<file path="config.mk">
export PLATFORM = sky130hd
export DESIGN_NAME = regfile_sb
export DESIGN_NICKNAME = d
export VERILOG_FILES = /design/src/rtl/regfile_pkg.sv /design/src/rtl/regfile_scoreboard.sv /design/src/rtl/regfile_sb.sv
export SDC_FILE = /design/constraint.sdc
export NUM_CORES = 2
export LEC_CHECK = 0
export CORE_ASPECT_RATIO = 1.25
export CORE_MARGIN = 4
export CORE_UTILIZATION = 50
export CTS_BUF_LIST = sky130_fd_sc_hd__clkbuf_4
export CTS_CLUSTER_SIZE = 20
export DETAILED_ROUTE_END_ITERATION = 8
export PLACE_DENSITY = 0.65
export SYNTH_ARGS = -nofsm -noshare
export SYNTH_HDL_FRONTEND = slang
export SYNTH_SLANG_ARGS = --single-unit
</file>
<file path="constraint.sdc">
create_clock -name clk -period 38.1 [get_ports clk]
set_input_delay 9.525 -clock clk [delete_from_list [all_inputs] [get_ports clk]]
set_output_delay 9.525 -clock clk [all_outputs]
set_load 0.02 [all_outputs]
</file>
<file path="src/rtl/regfile_pkg.sv">
// Shared types and defaults for the register file with scoreboard.
// Holds the sweep FSM state encoding.
package regfile_pkg;
  localparam int XLEN_DEF = 32;
  localparam int NREG_DEF = 32;

  typedef enum logic {
    S_IDLE  = 1'b0,
    S_CLEAR = 1'b1
  } sweep_e;
endpackage

</file>
<file path="src/rtl/regfile_scoreboard.sv">
// Per-register pending bits with issue/write-clear/flush priority.
// Bit 0 is never pending.
module regfile_scoreboard #(
  parameter int NREG = 32,
  parameter int AW   = $clog2(NREG)
) (
  input  logic            clk,
  input  logic            rst,
  input  logic            i_iss,
  input  logic [AW-1:0]   i_iss_addr,
  input  logic [NREG-1:0] i_clr,
  input  logic            i_flush,
  output logic [NREG-1:0] o_busy
);
  logic [NREG-1:0] r_busy;
  logic [NREG-1:0] w_busy_nx;

  // Issue beats a same-cycle clear; flush beats everything.
  always_comb begin
    w_busy_nx = r_busy & ~i_clr;
    if (i_iss)
      w_busy_nx[i_iss_addr] = 1'b1;
    if (i_flush)
      w_busy_nx = '0;
    w_busy_nx[0] = 1'b0;
  end

  always_ff @(posedge clk or posedge rst) begin
    if (rst)
      r_busy <= '0;
    else
      r_busy <= w_busy_nx;
  end

  assign o_busy = r_busy;
endmodule

</file>
<file path="src/rtl/regfile_sb.sv">
// Multi-port register file with write bypass, busy scoreboard
// and a sweep-clear FSM that zeroes r1..r(NREG-1).
module regfile_sb
  import regfile_pkg::*;
#(
  parameter int XLEN   = XLEN_DEF,
  parameter int NREG   = NREG_DEF,
  parameter int NRP    = 2,
  parameter int NWP    = 2,
  parameter int BYPASS = 1,
  localparam int AW    = $clog2(NREG)
) (
  input  logic              clk,
  input  logic              rst,
  input  logic [NRP*AW-1:0] rd_addr,
  output logic [NRP*XLEN-1:0] rd_data,
  output logic [NRP-1:0]    rd_busy,
  input  logic [NWP-1:0]    wr_en,
  input  logic [NWP*AW-1:0] wr_addr,
  input  logic [NWP*XLEN-1:0] wr_data,
  input  logic              iss_en,
  input  logic [AW-1:0]     iss_addr,
  input  logic              flush,
  input  logic              clr_req,
  output logic              clr_busy,
  output logic              clr_done
);
  sweep_e          r_state;
  sweep_e          w_state_nx;
  logic [AW-1:0]   r_cnt;
  logic [AW-1:0]   w_cnt_nx;
  logic            w_idle;
  logic            w_done;
  logic [XLEN-1:0] r_regs [NREG];
  logic [NWP-1:0]  w_we;
  logic [NREG-1:0] w_clr;
  logic [NREG-1:0] w_busy;
  logic            w_iss;
  logic [AW-1:0]   w_ra;
  logic [NRP-1:0]  w_hit;

  assign w_idle = (r_state == S_IDLE);

  // Write ports are dead while sweeping.
  always_comb begin
    w_we = '0;
    for (int w = 0; w < NWP; w++)
      w_we[w] = wr_en[w] && w_idle &&
                (wr_addr[w*AW +: AW] != '0);
  end

  always_comb begin
    w_state_nx = r_state;
    w_cnt_nx   = r_cnt;
    w_done     = 1'b0;
    unique case (r_state)
      S_IDLE: begin
        if (clr_req) begin
          w_state_nx = S_CLEAR;
          w_cnt_nx   = AW'(1);
        end
      end
      S_CLEAR: begin
        w_cnt_nx = r_cnt + 1'b1;
        if (r_cnt == AW'(NREG - 1)) begin
          w_state_nx = S_IDLE;
          w_done     = 1'b1;
        end
      end
      default: w_state_nx = S_IDLE;
    endcase
  end

  always_ff @(posedge clk or posedge rst) begin
    if (rst) begin
      r_state <= S_IDLE;
      r_cnt   <= '0;
    end else begin
      r_state <= w_state_nx;
      r_cnt   <= w_cnt_nx;
    end
  end

  // Ascending port loop: the highest port wins a shared address.
  always_ff @(posedge clk or posedge rst) begin
    if (rst) begin
      for (int i = 0; i < NREG; i++)
        r_regs[i] <= '0;
    end else begin
      for (int w = 0; w < NWP; w++)
        if (w_we[w])
          r_regs[wr_addr[w*AW +: AW]] <= wr_data[w*XLEN +: XLEN];
      if (!w_idle)
        r_regs[r_cnt] <= '0;
    end
  end

  always_comb begin
    w_clr = '0;
    for (int w = 0; w < NWP; w++)
      if (w_we[w])
        w_clr[wr_addr[w*AW +: AW]] = 1'b1;
    if (!w_idle)
      w_clr[r_cnt] = 1'b1;
  end

  assign w_iss = iss_en && w_idle && (iss_addr != '0);

  regfile_scoreboard #(
    .NREG (NREG),
    .AW   (AW)
  ) u_sb (
    .clk        (clk),
    .rst        (rst),
    .i_iss      (w_iss),
    .i_iss_addr (iss_addr),
    .i_clr      (w_clr),
    .i_flush    (flush),
    .o_busy     (w_busy)
  );

  always_comb begin
    rd_data = '0;
    rd_busy = '0;
    w_hit   = '0;
    w_ra    = '0;
    for (int p = 0; p < NRP; p++) begin
      w_ra = rd_addr[p*AW +: AW];
      if (w_ra != '0)
        rd_data[p*XLEN +: XLEN] = r_regs[w_ra];
      if (BYPASS != 0 && w_ra != '0)
        for (int w = 0; w < NWP; w++)
          if (w_we[w] && wr_addr[w*AW +: AW] == w_ra) begin
            rd_data[p*XLEN +: XLEN] = wr_data[w*XLEN +: XLEN];
            w_hit[p] = 1'b1;
          end
      rd_busy[p] = w_busy[w_ra] && !w_hit[p];
    end
  end

  assign clr_busy = !w_idle;
  assign clr_done = w_done;
endmodule
</file>
Word-level counts from Yosys, hierarchy flattened
Index checks and enable logic that the tools add are counted. Widths: inputs -> output; s select.

Word-level logic and storage cells: 154. Register bits: 1061. Output and inout port bits: 68. Input bits: 96.

Magnitude comparators: 18. Reductions and logical operators: 26. Eq/ne operators: 6. Multiplexer cells: 55. Bitwise gates (word level): 13. Add/subtract/negate cells: 1.

Operators by type and width (count): $mux 1024 (3); $bwmux 1024 (2); $and 1024x1024->1024 (1); $not 1024->1024 (1); $mux 32 (20); $demux 32 s5 (3); $bmux 32 s5 (2); $or 32x32->32 (3); $lt 5x6->1 const B (6); $and 32x32->32 (1); $not 32->32 (1); $ge 6x6->1 const B (5); $not 5->6 (5); $reduce_bool 5->1 (5); $demux 1 s5 (4); $eq 5x5->1 (4); $ge 5x1->1 const B (4); $logic_and 1x1->1 (19); $lt 6x1->1 const B (3); $mux 1 (16); $bmux 1 s5 (2); $pmux 5 s2 (1); $add 5x1->5 const B (1); $eq 5x5->1 const B (1); 5 further kinds (6).

Longest topological paths before layout
Depth in word-level cells: 14. Depth in mapped cells: 10. Mapped depth without buffers: 7.

Hierarchy
Synthesis repeated with hierarchy kept, for this count alone.

Cell total of the unflattened synthesis: 6341. Area total of the unflattened synthesis: 69138.8 sq um.

By module, submodules not included: regfile_sb (sequential area each 25774.7 sq um, cells each 6222, instances 1, area each 67728.7 sq um); regfile_scoreboard (sequential area each 775.7 sq um, cells each 119, instances 1, area each 1410.1 sq um).

Least setup slack after synthesis
OpenSTA, ideal clock, no wires.

Path kind: input -> output. Start point: input port rd_addr[4]. End point: output port rd_data[17]. Stages: 10. Data arrival time: 11712 ps. Buffers on the path: 4. Setup slack: 16863 ps. Cell sequence: clkbuf_1 -> xor2_1 -> nor3_1 -> and4_1 -> clkbuf_1 -> or3_1 -> clkbuf_1 -> buf_2 -> nor2_1 -> nor4_1.

Longest elaborated chain between the ends: 8.

RTL lines: start, declared (line regfile_sb.sv:15) `input logic [NRP*AW-1:0] rd_addr,`; $not 5->6 (implied by the code) (line regfile_sb.sv:130) `rd_data[p*XLEN +: XLEN] = r_regs[w_ra];`; $bmux 32 s5 (line regfile_sb.sv:130); $mux 32 (implied by the code) (2 in a row) (line regfile_sb.sv:130); $mux 32 (line regfile_sb.sv:129) `if (w_ra != '0)`; $mux 32 (2 in a row) (line regfile_sb.sv:133) `if (w_we[w] && wr_addr[w*AW +: AW] == w_ra) begin`; $mux 32 (*) (line regfile_sb.sv:131) `if (BYPASS != 0 && w_ra != '0)`; end, declared (line regfile_sb.sv:16) `output logic [NRP*XLEN-1:0] rd_data,`.

Mark *: on every way between the ends. The rest lies on a longest branch, timed or not. The select of a mux whose other input is x is not followed.

Final worst setup path
Start point: input port wr_addr[2]. End point: output port rd_data[19].

Longest elaborated chain between the ends: 6.

RTL lines: start, declared (line regfile_sb.sv:19) `input logic [NWP*AW-1:0] wr_addr,`; $reduce_bool 5->1 (line regfile_sb.sv:49) `(wr_addr[w*AW +: AW] != '0);`; $logic_and 1x1->1 (line regfile_sb.sv:48) `w_we[w] = wr_en[w] && w_idle &&`; $logic_and 1x1->1 (*) (line regfile_sb.sv:133); $mux 32 (*) (2 in a row) (line regfile_sb.sv:133); $mux 32 (*) (line regfile_sb.sv:131).

Mark *: on every way between the ends. The rest lies on a longest branch, timed or not.

==> results.toml <==
[sta]
hold_viol_final = 0
slew_headroom_pct = 2.68
final.period_utilization_pct = 63.7
timing.final.crit_period_ps = 24270
finalSetupViolCount = 0
rsz0062_at_grt = "no"
fin_skew_ps = 75.6
hold-worst-slack_ps = 513
tns_ps = 0
worst_slew_pin_slew_ps = 1460
fmax_mhz = 41.2
finalMaxSlewViolations = 0

[clock_tree]
cts_max_level = 5
postCtsSetupBuffers = 0
cts_root_buf = "clkbuf_4"
clk_path_buf_depth = 4
cts_resized = 0
cts_tree = "done"
cts_hold_buffers = 0
cts.sinks = 1061
clk_pin_slew_ps = 70
clk_latency_ps = 1420
cts_made_buffers = 298

[global_routing]
antenna_found_initial = 21
grt_max_degree = 127
grt.total_usage_pct = 42.6
grt_overflow = 0
grt_pass1_wl_um = 443000
grt_pass1_vias = 60300

[synth]
syn_area_um2 = 69400
synth.net_count = 6362
ys_warn_count = 0
async_reset_ff_share_pct = 100
yosysUniqueCellTypes = 57
ys_seq_elements = 1061
syn_avg_cell_area_um2 = 11.1
synth-edff-count = 0
synth_flop_cell = "dfrtp_1"
synth_cells = 6261
yosysSeqAreaShare_pct = 38.3

[worst_setup_path]
critical_path_required_ps = 28570
crit_top_cell = "clkdlybuf4s50_1"
arrival_ps = 14740
path_buf_inv = 3
cp_cell_sequence = "clkdlybuf4s50_1, nor3_1, a21o_1, nor4_2, buf_4, nand2_1, o22ai_1, nor4_1, clkdlybuf4s50_1"
crit_path_end_kind = "output port"
critPathKind = "primary input to output port"
crit_family = "simple AND/OR/NAND/NOR gates"
crit_path_top_delay_cell = "nand2_1"
critPathMaxFanout = 22
startpoint_type = "primary input"
crit_path_max_incr_delay_ps = 1050

[floorplanning]
io_pins = 164
rows = 152
die_x_um = 341
die_y_um = 425
dieArea_um2 = 145000
core_um2 = 138000
start_util_pct = 50.4

[power_and_ir_drop]
ir_drop_v = 0.0000317
p_int_mw = 2.46
powerDensity_nw_per_um2 = 50.5
p_total_mw = 3.83
switchingPower_mw = 1.37
combPwrFrac_pct = 29.8
power.share.clock_pct = 28.0
switching_share_pct = 35.8
seqPwrFrac_pct = 42.2
leakagePower_nw = 34.7

[layout]
area_growth_pct = 9.27
fin_util_pct = 55.1
finalNonFillerCells = 8168
final_nets = 6205
drive_gt1_share_pct = 22.7

[drt]
drc_errors = 0
drt_iter0_markers = 10300
antenna_left = 0
via_per_inst = 7.61
vias = 62200
drt-wirelength-per-cell_um = 38.4
dr.pass1.iters = 8
postRouteWirelength_um = 313000

[worst_hold_path]
hp-class = "flop to flop"

[run]
max_cap_violations = 0

[status]
status = "finished clean"

[place]
dp_cells = 7652
dpl.hpwl_um = 171000
port_buffers = 163
routabilityCongestion = 0.974
[flip-flops by register name (all words and copies together) (netlist names)]
name / count
r_regs: 1024
u_sb.o_busy: 31
clr_busy: 1
r_cnt: 5
[routing by layer]
| metal | vias up | wire [um] | global-route usage [%] |
|---|---|---|---|
| met5 | - | 345 | 1.18 |
| met4 | 18 | 30000 | 31.9 |
| met3 | 1805 | 50400 | 19.1 |
| met2 | 6295 | 127000 | 58.4 |
| met1 | 30600 | 105000 | 52.7 |
| li1 | 23400 | - | - |
[final timing paths]
| kind | cells past startpoint | slack (ps) | to | startpoint |
|---|---|---|---|---|
| worst max-delay path | 9 | 13830 | rd_data[19] | wr_addr[2] |
| worst min-delay path | 1 | 510 | r_regs[1014]$_DFF_PP0_ | r_regs[1014]$_DFF_PP0_ |
| worst max register to register | 8 | 33990 | r_regs[598]$_DFF_PP0_ | clr_busy$_DFF_PP0_ |
| worst min register to register | 1 | 510 | r_regs[1014]$_DFF_PP0_ | r_regs[1014]$_DFF_PP0_ |
| max in group asynchronous | 7 | 24840 | r_regs[709]$_DFF_PP0_ | rst |
| min in group asynchronous | 2 | 8600 | r_regs[287]$_DFF_PP0_ | rst |
[cells in the mapped netlist (20+ instances only)]
| cell | count | area [um2] |
|---|---|---|
| dfrtp_1 | 1061 | 26600 |
| clkbuf_2 | 21 | 105 |
| nand2_1 | 291 | 1090 |
| mux2i_1 | 1019 | 10200 |
| o21ai_1 | 20 | 100 |
| a211oi_1 | 821 | 6160 |
| o21ai_0 | 132 | 661 |
| nor4_1 | 40 | 250 |
| a21oi_1 | 68 | 340 |
| buf_2 | 165 | 826 |
| nor2_1 | 990 | 3720 |
| mux2_2 | 20 | 225 |
| buf_1 | 112 | 420 |
| clkbuf_1 | 520 | 1950 |
| mux4_2 | 622 | 14000 |
| and2_1 | 37 | 231 |
| o22ai_1 | 74 | 463 |
| a22oi_1 | 24 | 180 |
[power groups by stage]
| stage | clock network [mW] | registers, mW | logic [mW] |
|---|---|---|---|
| after global placement | 0 | 1.60 | 1.07 |
| after CTS | 1.07 | 1.60 | 1.10 |
| after global routing | 1.13 | 1.64 | 1.18 |
| after detailed placement | 0 | 1.61 | 1.10 |
| final | 1.07 | 1.62 | 1.14 |
| after floorplan | 0 | 1.54 | 0.770 |
[worst register-to-register path, stage by stage (launching register included)]
cell	delay [ps]
dfrtp_1	380
buf_4	210
buf_4	300
nor2b_1	430
nand3b_1	440
nor2_4	1020
buf_4	730
mux2i_1	170
a211oi_1	290
[metrics by stage]
step                area [um2]  setup WS, ps
floorplan                69400         13940
global placement         72200         14300
detailed placement       72200         14190
CTS                      75800         14170
global route             75800         13880
finish                   75800         13830
[final cells by class]
class | count | area [um2]
Fill cell | 11700 | 61900
Multi-Input combinational cell | 4353 | 40000
Sequential cell | 1061 | 26600
Clock buffer | 445 | 3340
Timing Repair Buffer | 377 | 3290
Tap cell | 1848 | 2310
Clock inverter | 39 | 203
Antenna cell | 32 | 80.1
Inverter | 13 | 52.6
[placed cells by master, fill, tap and decap left out, drive strengths merged, types with 5 or more instances in the layout]
cell type	n
a211oi	821
or2	5
diode	32
mux2i	1019
mux4	636
nor4	42
dfrtp	1061
nand3b	18
nor2b	11
o21ai	152
o22ai	74
nand4b	18
inv	16
a21oi	68
nand4	7
buf	222
clkbuf	446
clkinv	33
o221ai	7
nor3	13
clkdlybuf4s50	154
and2	37
nand2b	18
a22oi	25
xnor2	11
nand3	19
nor2	991
xor2	11
nand2	291
mux2	20
ha	5
[kinds of logic after synthesis]
logic type               synth area share [%]
AO/OA/AOI/OAI                            11.7
XOR/XNOR                                0.278
adder cells (fa/ha/maj)                0.0901
buffers and inverters                    5.06
flip-flops                               38.3
multiplexers                             35.7
AND/OR/NAND/NOR                          8.85
Power figures use the tool's default switching activity.
